<file path="config.mk">
export PLATFORM = sky130hd
export DESIGN_NAME = mem_scan_reader
export DESIGN_NICKNAME = d
export VERILOG_FILES = /design/src/rtl/mem_scan_reader.sv
export SDC_FILE = /design/constraint.sdc
export NUM_CORES = 1
export LEC_CHECK = 0
export CAP_MARGIN = 10
export CORE_AREA = 2 2 96 116
export CTS_CLUSTER_DIAMETER = 30
export DETAILED_ROUTE_END_ITERATION = 8
export DIE_AREA = 0 0 98 118
export PLACE_DENSITY = 0.75
export SYNTH_ARGS = -nofsm -noshare
export SYNTH_HDL_FRONTEND = slang
export SYNTH_SLANG_ARGS = --single-unit
</file>
<file path="constraint.sdc">
create_clock -name clk -period 2.6 [get_ports clk]
set_clock_uncertainty 0.15 [all_clocks]
set_input_delay 0.39 -clock clk [delete_from_list [all_inputs] [get_ports clk]]
set_output_delay 0.39 -clock clk [all_outputs]
set_load 0.01 [all_outputs]
</file>
<file path="src/rtl/mem_scan_reader.sv">
// mem_scan_reader: reads count words from base_addr through a 2-entry buffer and streams them out.
// Optional trailing checksum beat when MEM_SCAN_CHECKSUM_EN is defined.
module mem_scan_reader #(
  parameter int ADDR_W = 8,
  parameter int DATA_W = 32
) (
  input  logic              clk,
  input  logic              rst,
  input  logic              start,
  input  logic [ADDR_W-1:0] base_addr,
  input  logic [ADDR_W:0]   count,
  output logic              busy,
  output logic              done,
  output logic              mem_rd_en,
  output logic [ADDR_W-1:0] mem_addr,
  input  logic [DATA_W-1:0] mem_rdata,
  output logic              out_valid,
  input  logic              out_ready,
  output logic [ADDR_W-1:0] out_addr,
  output logic [DATA_W-1:0] out_data,
  output logic              out_last
);
`ifdef MEM_SCAN_CHECKSUM_EN
  typedef enum logic [1:0] {IDLE, READ, DRAIN, SUM} state_t;
  logic [DATA_W-1:0] acc;
`else
  typedef enum logic [1:0] {IDLE, READ, DRAIN} state_t;
`endif
  state_t state, state_n;
  logic [ADDR_W:0] rem;
  logic pend, pend_last, l0, l1;
  logic [ADDR_W-1:0] pend_addr, a0, a1;
  logic [DATA_W-1:0] d0, d1;
  logic [1:0] occ;
  logic hv, pop, head_l, lx, fin, zstart, done_n, busy_n, shift, push;
  // The in-flight word is presented directly on the output so the first beat
  // appears the cycle its data returns; it only lands in the buffer if not taken.
  always_comb begin
    hv = occ != 2'd0 || pend;
    pop = hv && out_ready;
    head_l = occ != 2'd0 ? l0 : pend_last;
    lx = pop && head_l;
    shift = pop && occ != 2'd0;
    push = pend && !(pop && occ == 2'd0);
    mem_rd_en = state == READ && (occ == 2'd0 || (occ == 2'd1 && (!pend || pop)));
    out_valid = hv;
    out_addr = hv ? (occ != 2'd0 ? a0 : pend_addr) : '0;
    out_data = hv ? (occ != 2'd0 ? d0 : mem_rdata) : '0;
`ifdef MEM_SCAN_CHECKSUM_EN
    out_last = 1'b0;
    if (state == SUM) begin
      out_valid = 1'b1;
      out_addr = '0;
      out_data = acc;
      out_last = 1'b1;
    end
    fin = state == SUM && out_ready;
`else
    out_last = hv && head_l;
    fin = state == DRAIN && lx;
`endif
    zstart = state == IDLE && start && count == '0;
    state_n = state;
    if (state == IDLE && start && count != '0) state_n = READ;
    if (state == READ && mem_rd_en && rem == (ADDR_W+1)'(1)) state_n = DRAIN;
`ifdef MEM_SCAN_CHECKSUM_EN
    if (state == DRAIN && lx) state_n = SUM;
    if (state == SUM && out_ready) state_n = IDLE;
`else
    if (state == DRAIN && lx) state_n = IDLE;
`endif
    done_n = fin || zstart;
    busy_n = state_n != IDLE || fin;
  end
  always_ff @(posedge clk) begin
    if (!rst) begin
      state <= IDLE;
      done <= 1'b0;
      busy <= 1'b0;
      mem_addr <= '0;
      rem <= '0;
      pend <= 1'b0;
      pend_last <= 1'b0;
      pend_addr <= '0;
      occ <= 2'd0;
      d0 <= '0;
      d1 <= '0;
      a0 <= '0;
      a1 <= '0;
      l0 <= 1'b0;
      l1 <= 1'b0;
`ifdef MEM_SCAN_CHECKSUM_EN
      acc <= '0;
`endif
    end else begin
      state <= state_n;
      done <= done_n;
      busy <= busy_n;
      if (state == IDLE && start && count != '0) begin
        mem_addr <= base_addr;
        rem <= count;
`ifdef MEM_SCAN_CHECKSUM_EN
        acc <= '0;
`endif
      end
      if (mem_rd_en) begin
        mem_addr <= mem_addr + ADDR_W'(1);
        rem <= rem - (ADDR_W+1)'(1);
        pend_addr <= mem_addr;
        pend_last <= rem == (ADDR_W+1)'(1);
      end
      pend <= mem_rd_en;
`ifdef MEM_SCAN_CHECKSUM_EN
      if (pend) acc <= acc + mem_rdata;
`endif
      if (shift) begin
        d0 <= d1;
        a0 <= a1;
        l0 <= l1;
      end
      if (push && occ == (shift ? 2'd2 : 2'd1)) begin
        d1 <= mem_rdata;
        a1 <= pend_addr;
        l1 <= pend_last;
      end else if (push) begin
        d0 <= mem_rdata;
        a0 <= pend_addr;
        l0 <= pend_last;
      end
      occ <= occ - {1'b0, shift} + {1'b0, push};
    end
  end
endmodule

</file>
After elaboration in Yosys (flattened, before gate mapping)
Index checks and enable logic that the tools add are counted.
Cells by class
  reduce and logical (&&, ||, !) cells: 29
  add/subtract/negate cells: 4
  muxes and demuxes: 22
  equal/unequal tests: 5
Operators with widths (number)
  two-way mux 32 bit: 5
  two-way mux 8 bit: 7
  two-way mux 9 bit: 2
  logical AND 1 bit: 15
  equality test 9 x 1 -> 1 bit (second input constant): 1
  zero test 9 bit: 1
  nonzero test 9 bit: 1
  subtractor 9 x 1 -> 9 bit (second input constant): 1
  adder 8 x 1 -> 8 bit (second input constant): 1
  two-way mux 2 bit: 4
  nonzero test 2 bit: 3
  logical OR 1 bit: 5
  equality test 2 x 1 -> 1 bit (second input constant): 2
  zero test 2 bit: 2
  two-way mux 1 bit: 4
  adder 2 x 1 -> 2 bit: 1
  equality test 2 bit: 1
  equality test 2 bit (second input constant): 1
  zero test 1 bit: 2
  subtractor 2 x 1 -> 2 bit: 1
Word-level totals
  bits in registers: 115
  output and inout bits: 53
  input bits: 53
  logic and storage cells: 75

Logic depth before layout (Yosys ltp)
Gate-level depths: netlist of run 1.
  depth in word-level cells: 13
  gate-level depth with buffers: 11
  mapped depth without buffers: 8

Worst setup path before layout of run 1
OpenSTA, ideal clock, no wires.
  kind: reg-to-reg
  start point: register occ[1]
  end point: register occ[1]
  arrival: 2.096 ns
  clock period less this slack: 2.374 ns
  setup time: 0.128 ns
  buffers on the path: 3
  data required time: 2.322 ns
  path slack: 0.226 ns
  cell stages (with the launch flop): 12
  cell sequence: dfxtp_1 -> clkbuf_1 -> or2_2 -> clkbuf_1 -> clkbuf_1 -> o21ai_0 -> ha_1 -> inv_1 -> ha_1 -> xor2_1 -> xnor2_1 -> nor2_1
Between the ends
  cells in the longest elaborated chain, start to end: 7
  elaborated cells on any way between the ends: 10
  classes of those cells: add/sub (2); reduce/logical (8)
Ends and longest elaborated chain
  start: declaration: line 34  | logic [1:0] occ;
  start signal: assignment: line 130  | occ <= occ - {1'b0, shift} + {1'b0, push};
  branches (longest 6 deep; another with subtractor 2 x 1 -> 2 bit)
  adder 2 x 1 -> 2 bit (*): line 130
Mark *: on every way between the ends.
A chain may end at the register's enable or synchronous reset.

Worst setup path after layout of run 1
  start point: register occ[1]
  end point: output port out_addr[0]
Between the ends
  cells in the longest elaborated chain, start to end: 3
  elaborated cells on any way between the ends: 4
  classes of those cells: mux (2); reduce/logical (2)
Ends and longest elaborated chain
  nonzero test 2 bit (*): line 39, 47
  two-way mux 8 bit or logical OR 1 bit (tied branches): line 47, 39
  two-way mux 8 bit (*): line 47  | out_addr = hv ? (occ != 2'd0 ? a0 : pend_addr) : '0;
  end: declaration: line 19  | output logic [ADDR_W-1:0] out_addr,
Every way passes the cells marked *; elsewhere a longest branch is shown, timed or not.

==> metrics.md, run 1 <==
| Metric | Value |
|---|---|
| Status | `finished, final reports clean` |
| Root buffer cell | `clkbuf_16` |
| Final setup vio count | `0` |
| CTS tree | `yes` |
| Core Box Area | `10,400 sq um` |
| CTS HTree Levels | `4` |
| Hpwl dp | `9710 um` |
| I/O pin total | `106` |
| Vias in the first global route | `5,527` |
| Largest net degree at the start of global routing | `56` |
| # diodes | `0` |
| Top delay family on crit path | `buffers and inverters` |
| FP Rows | `41` |
| Initial antenna violation count | `0` |
| Reg2reg path depth | `9` |
| Hold Vio Cnt, Final | `0` |
| Max-slew violations | `0` |
| # port buffers | `105` |
| Reg2reg start | `occ[1]$_SDFF_PN0_` |
| CP required | `2.06 ns` |
| Clock-pin slew on the worst setup and hold paths | `0.05 ns` |
| CP Launch Type | `register` |
| Max-cap violation count | `0` |
| Proportion of layout cells with a drive suffix above 1 | `8.66%` |
| Power per cell area | `885 nW/um^2` |
| WP buf/inv | `2` |
| FF+latch count, synth | `115` |
| Worst setup path class | `reg2out` |
| Fin crit period | `2.49 ns` |
| CP max stage cell | `clkdlybuf4s50_1` |
| Hold Path Origin | `d1[21]$_SDFFE_PN0P_` |
| Iter 0 DRT Violations | `355` |
| Pre-Repair DR Iteration Count | `5` |
| Cts hold-fix bufs | `0` |
| Clock Tree Buf Depth | `2` |
| Worst slew margin | `67.0%` |
| Min-delay worst type | `reg2reg` |
| Syn Nets | `790` |
| Period Utilization, post-route | `95.8%` |
| RSZ-0062 raised after global routing | `no` |
| Clock latency on the worst-skew pair | `0.40 ns` |
| Commonest non-fill, non-tap cell in the layout | `nand2_1` |
| Finished Cell Area | `7250 sq um` |
| Ys Warns | `0` |
| Worst-path cell chain | `or2_4 > buf_12 > o21ai_1 > clkdlybuf4s50_1` |
| Commonest cells after routing, fill and taps aside | `273 x nand2_1, 114 x dfxtp_1, 89 x clkdlybuf4s50_1` |
| Pre-CTS setup slack | `-0.0305 ns` |
| Die height | `118 um` |
| Synth-to-layout area growth | `36.4%` |
| Routability cong. | `0.900` |
| Total die area | `11,600 sq um` |
| Drt total wl | `15,000 um` |
| Number of flops mapped to enable cells by yosys | `0` |
| Total CTS buffers | `17` |
| Slowest cell delay on critical path | `0.57 ns` |
| Final ANT Viol Nets | `0` |
| CP Capture Type | `output port` |
| Hold Path End | `d1[21]$_SDFFE_PN0P_` |
| Main flop type after synthesis | `dfxtp_1` |
| GRT Total Usage | `26.3%` |
| Die span in x | `98 um` |
| DR WL/cell | `15.5 um` |
| WHS Path Cells | `2` |
| Seq/Total Area, Yosys | `43.3%` |
| Layout fillers | `858` |
| Post-CTS setup buffers | `0` |
| Worst-Margin Slew | `0.495 ns` |
| Max Clock Freq | `401 MHz` |
| Number of distinct library cells after synthesis | `50` |
| Netlist Area Pre-Place | `5320 sq um` |
| Final net count | `888` |
| Global-route wire length before repair | `25,300 um` |
| Setup ws final | `0.109 ns` |
| GR Overflow Total | `0` |
| Arr. time, crit path | `1.95 ns` |
| R2R Setup Slk | `0.55 ns` |
| CTS Sinks | `115` |
| Cells after Synth | `732` |
| Leakage power | `2.60 nW` |
| Via Count | `5,582` |
| Crit-path max FO | `40` |
| Placed inst area | `6630 sq um` |
| DRC | `0` |
| Worst VDD drop | `0.625 mV` |
| Ys async rst share | `0%` |
| Initial Util | `51.1%` |
| Synth Area per Inst | `7.26 sq um` |
| Worst r2r dst | `occ[1]$_SDFF_PN0_` |
| Vias per cell | `5.74` |
-- area by class of cell --
| type | instances | area (sq um) | area share, % |
|---|---|---|---|
| timing repair buffer | 136 | 1340 | 18.4 |
| inverter | 9 | 35.0 | 0.483 |
| sequential | 115 | 2300 | 31.8 |
| clock inverter | 10 | 154 | 2.12 |
| tap | 129 | 161 | 2.23 |
| multi-input combinational | 551 | 2790 | 38.4 |
| clock buffer | 22 | 474 | 6.54 |
-- registers in the layout, summed over array words and instances (netlist names) --
register,count
d1,32
pend_addr,8
l1,1
l0,1
rem,9
mem_addr,8
done,1
occ,2
d0,32
a0,8
pend,1
state,2
busy,1
pend_last,1
a1,8
-- worst reg2reg max path: cells and delay by family (launching register included) --
family                   cells  cell delay [ns]
adder cells (fa/ha/maj)      2             0.41
flip-flops                   1             0.31
buffers and inverters        2             0.25
AND/OR/NAND/NOR              2             0.34
XOR/XNOR                     2             0.32
AO/OA/AOI/OAI                1             0.17
-- metal layers --
layer  routed length, um  global-route usage [%]  vias to the layer above
met5                   0                       0                        -
met4                 248                    9.72                        0
met3                 863                    6.06                       23
met2                7750                    47.0                      191
met1                6170                    30.3                     2649
li1                    -                       -                     2719
-- power by group --
group / switching (mW) / internal, mW
Clock: 0.777 / 1.67
Combinational: 1.18 / 0.735
Sequential: 0.118 / 1.93
Total: 2.08 / 4.34
-- cell families after synthesis --
family                     Yosys count  synth area share (%)
AOI/OAI and AO/OA                  179                  22.2
xor gates and xnor gates             2                 0.329
adders and majority gates            5                  1.18
buffers and inverters               66                  4.80
DFF                                115                  43.3
muxes                                1                 0.212
and+or+nand+nor                    364                  28.0
-- per-stage QoR --
step	total power, mW	hold WS (ns)	std cells	util (%)	setup TNS, ns
after floorplan	3.13	0.287	732	-	0
after global placement	3.94	0.291	940	63.7	0
after detailed placement	3.96	0.297	940	63.7	-0.0305
after CTS	6.42	0.304	972	69.6	-0.0214
after global routing	6.72	0.322	972	69.6	0
final	6.41	0.302	972	69.6	0
-- synth_stat cells, drive strengths merged, types with 2 or more instances --
cell,instances,area (sq um)
nand2,273,1020
dfxtp,115,2300
a21oi,52,260
nor2,49,184
o21ai,49,245
clkbuf,45,169
a311oi,42,368
a31oi,12,75.1
buf,12,52.6
inv,7,26.3
or3,7,43.8
nand3,6,30.0
ha,5,62.6
and2,4,25.0
nand4,4,25.0
nor3,4,20.0
nor4,4,25.0
o211ai,4,30.0
a41oi,3,26.3
nor3b,3,32.5
o221ai,3,26.3
clkinv,2,7.51
nand3b,2,15.0
o21a,2,15.0
or2,2,12.5
-- timing repair --
item	CTS	global route
gates resized for setup	20	6
setup endpoints to repair	24	23
pin swaps	0	0
-- how the worst max path moves through the flow --
| stage | start | to | slack (ns) | cells past startpoint |
|---|---|---|---|---|
| 3_3_place_gp | count[5] | rem[2]$_SDFFE_PN0P_ | 0.01 | 5 |
| 6_report | occ[1]$_SDFF_PN0_ | out_addr[0] | 0.11 | 4 |
| 2_1_floorplan | occ[1]$_SDFF_PN0_ | occ[1]$_SDFF_PN0_ | 0.23 | 11 |
| 3_5_place_dp | count[5] | rem[2]$_SDFFE_PN0P_ | -0.03 | 5 |
| 5_1_grt | occ[1]$_SDFF_PN0_ | out_data[15] | 0.0008 | 4 |
| 4_1_cts | occ[1]$_SDFF_PN0_ | out_addr[0] | -0.009 | 4 |
Power figures use the tool's default switching activity.
==> inputs of run 2 (changes only) <==
Settings changed: CORE_AREA 2 2 96 116 to 2 2 89 109, CTS_BUF_LIST set to sky130_fd_sc_hd__clkbuf_8, DIE_AREA 0 0 98 118 to 0 0 91 111, DONT_BUFFER_PORTS set to 1, PLACE_DENSITY 0.75 to 0.7.
==> run 2 against run 1 <==
Compared with the run above:
- setup slack got worse by 0.0053 ns
- sequential cell count did not move
- clock power shrank 31%
- largest cell class unchanged
==> metrics.md, run 2 (synthesis results as in run 1) <==
| Metric | Value |
|---|---|
| Status | `finished, final reports clean (unchanged)` |
| Total of cells resized after clock tree synthesis | `0 (was 20)` |
| # diodes | `0 (unchanged)` |
| R2R Setup Slk | `0.34 ns (was 0.55 ns)` |
| Drt total wl | `13,900 um (was 15,000 um)` |
| Worst setup path class | `reg2out (unchanged)` |
| Max Clock Freq | `401 MHz (about the same)` |
| CTS tree | `yes (unchanged)` |
| Global-route wire length before repair | `23,300 um (was 25,300 um)` |
| Leakage power | `2.17 nW (was 2.60 nW)` |
| Arr. time, crit path | `1.96 ns (was 1.95 ns)` |
| Vias per cell | `5.81 (was 5.74)` |
| Root buffer cell | `clkbuf_8 (was clkbuf_16)` |
| Hold Vio Cnt, Final | `0 (unchanged)` |
| Final setup vio count | `0 (unchanged)` |
| Crit-path max FO | `26 (was 40)` |
| Largest net degree at the start of global routing | `49 (was 56)` |
| Met1 global-route usage | `33.8% (was 30.3%)` |
| Max-cap violation count | `0 (unchanged)` |
| Hpwl dp | `8430 um (was 9710 um)` |
| Power per cell area | `827 nW/um^2 (was 885 nW/um^2)` |
| DRC | `0 (unchanged)` |
| Initial antenna violation count | `0 (unchanged)` |
| Die height | `111 um (was 118 um)` |
| Initial Util | `58.0% (was 51.1%)` |
| CTS Sinks | `115 (unchanged)` |
| CP Launch Type | `register (unchanged)` |
| Global Route met3 Usage | `6.53% (was 6.06%)` |
| Period Utilization, post-route | `96.0% (was 95.8%)` |
| Setup TNS | `0 ns (unchanged)` |
| Top Registers | `d0 x32, d1 x32, rem x9 (unchanged)` |
| Post-CTS setup buffers | `0 (unchanged)` |
| Worst-Margin Slew | `0.629 ns (was 0.495 ns)` |
| RSZ-0062 raised after global routing | `no (unchanged)` |
| Worst VDD drop | `0.539 mV (was 0.625 mV)` |
| Die span in x | `91 um (was 98 um)` |
| Total die area | `10,100 sq um (was 11,600 sq um)` |
| Min-delay worst type | `in2reg (was reg2reg)` |
| Busiest metal layer after global routing | `met2 (unchanged)` |
| Pre-CTS setup slack | `0.349 ns (was -0.0305 ns)` |
| Routability cong. | `0.833 (was 0.900)` |
| Fin crit period | `2.50 ns (was 2.49 ns)` |
| Proportion of layout cells with a drive suffix above 1 | `9.34% (was 8.66%)` |
| Total CTS buffers | `17 (unchanged)` |
| CTS HTree Levels | `4 (unchanged)` |
| Layout fillers | `821 (was 858)` |
| GRT Total Usage | `28.0% (was 26.3%)` |
| Final net count | `827 (was 888)` |
| Vias in the first global route | `5,001 (was 5,527)` |
| FP Rows | `39 (was 41)` |
| CP max stage cell | `dfxtp_1 (was clkdlybuf4s50_1)` |
| Clock-pin slew on the worst setup and hold paths | `0.07 ns (was 0.05 ns)` |
| Slowest cell delay on critical path | `0.41 ns (was 0.57 ns)` |
| Max-slew violations | `0 (unchanged)` |
| Setup ws final | `0.104 ns (was 0.109 ns)` |
| Synth-to-layout area growth | `19.5% (was 36.4%)` |
| I/O pin total | `106 (unchanged)` |
| Most common cell type on the critical path | `buf_4` |
| Worst-path cell chain | `or2_2 > buf_4 > o21ai_0 > buf_4 (was or2_4 > buf_12 > o21ai_1 > clkdlybuf4s50_1)` |
| Non-filler cells in the finished layout | `905 (was 972)` |
| Power, Total | `5.26 mW (was 6.41 mW)` |
| Via Count | `5,257 (was 5,582)` |
| GR Overflow Total | `0 (unchanged)` |
| # port buffers | `0 (was 105)` |
| DR WL/cell | `15.3 um (was 15.5 um)` |
| Cts hold-fix bufs | `46 (was 0)` |
| Placed Cells | `827 (was 940)` |
| CP Capture Type | `output port (unchanged)` |
| Worst slew margin | `57.5% (was 67.0%)` |
| Met2 Use GR | `48.2% (was 47.0%)` |
| Commonest cells after routing, fill and taps aside | `273 x nand2_1, 114 x dfxtp_1, 52 x a21oi_1 (was 273 x nand2_1, 114 x dfxtp_1, 89 x clkdlybuf4s50_1)` |
| Pre-Repair DR Iteration Count | `5 (unchanged)` |
| Iter 0 DRT Violations | `314 (was 355)` |
| Clock Tree Buf Depth | `2 (unchanged)` |
| Core Box Area | `9170 sq um (was 10,400 sq um)` |
| Commonest non-fill, non-tap cell in the layout | `nand2_1 (unchanged)` |
| Clock latency on the worst-skew pair | `0.43 ns (was 0.40 ns)` |
| CP required | `2.06 ns (about the same)` |
| Final ANT Viol Nets | `0 (unchanged)` |
| Hold WS | `0.0260 ns (was 0.302 ns)` |
run 2: changes by cell type in the layout (fill, tap and decap cells not counted), moves of 2 or more:
cell and change:
dlygate4sd3_1 +46, buf_4 +4, dlygate4sd2_1 -15, clkbuf_16 -17, clkdlybuf4s50_1 -89, clkbuf_8 +14, clkinvlp_4 +5, clkbuf_1 -2
o21ai_0 +7, buf_12 -5, o21ai_1 -7
run 2: through the flow:
| step | utilization, % | cell area, sq um |
|---|---|---|
| 2_1_floorplan | - | 5320 |
| 3_3_place_gp | 59.9 | 5490 |
| 3_5_place_dp | 59.9 | 5490 |
| 4_1_cts | 69.3 | 6350 |
| 5_1_grt | 69.3 | 6350 |
| 6_report | 69.3 | 6350 |
run 2: worst paths after layout:
| path | to | startpoint | depth (start not counted) |
|---|---|---|---|
| max | out_addr[7] | occ[1]$_SDFF_PN0_ | 4 |
| min reg2reg | d1[16]$_SDFFE_PN0P_ | d1[16]$_SDFFE_PN0P_ | 2 |
| min | rem[7]$_SDFFE_PN0P_ | count[7] | 2 |
| max reg2reg | d0[25]$_SDFF_PN0_ | occ[0]$_SDFF_PN0_ | 5 |
run 2: worst max-delay path: cells and delay by family, from the launching register on:
kind                   cells  cell delay [ns]
AOI/OAI and AO/OA          1             0.28
buffers and inverters      2             0.42
and+or+nand+nor            1             0.41
DFF                        1             0.41
run 2: power by group:
part           internal [mW]  switching [mW]  total (mW)
combinational          0.439            1.06        1.50
clock                  0.934           0.744        1.68
sequential              1.93           0.152        2.08
total                   3.30            1.96        5.26
run 2: final cells by class:
class                           instances  area, sq um  share of cell area, %
Clock inverter                         15          166                   2.62
Inverter                                9         35.0                  0.551
Timing Repair Buffer                   75          678                   10.7
Tap cell                              123          154                   2.42
Clock buffer                           17          234                   3.68
Multi-Input combinational cell        551         2780                   43.8
Sequential cell                       115         2300                   36.3
run 2: layer usage:
| metal | up-vias | share of wire, % |
|---|---|---|
| met5 | - | 0 |
| met4 | 0 | 2.1 |
| met3 | 27 | 6.2 |
| met2 | 162 | 49 |
| met1 | 2473 | 42 |
| li1 | 2595 | - |
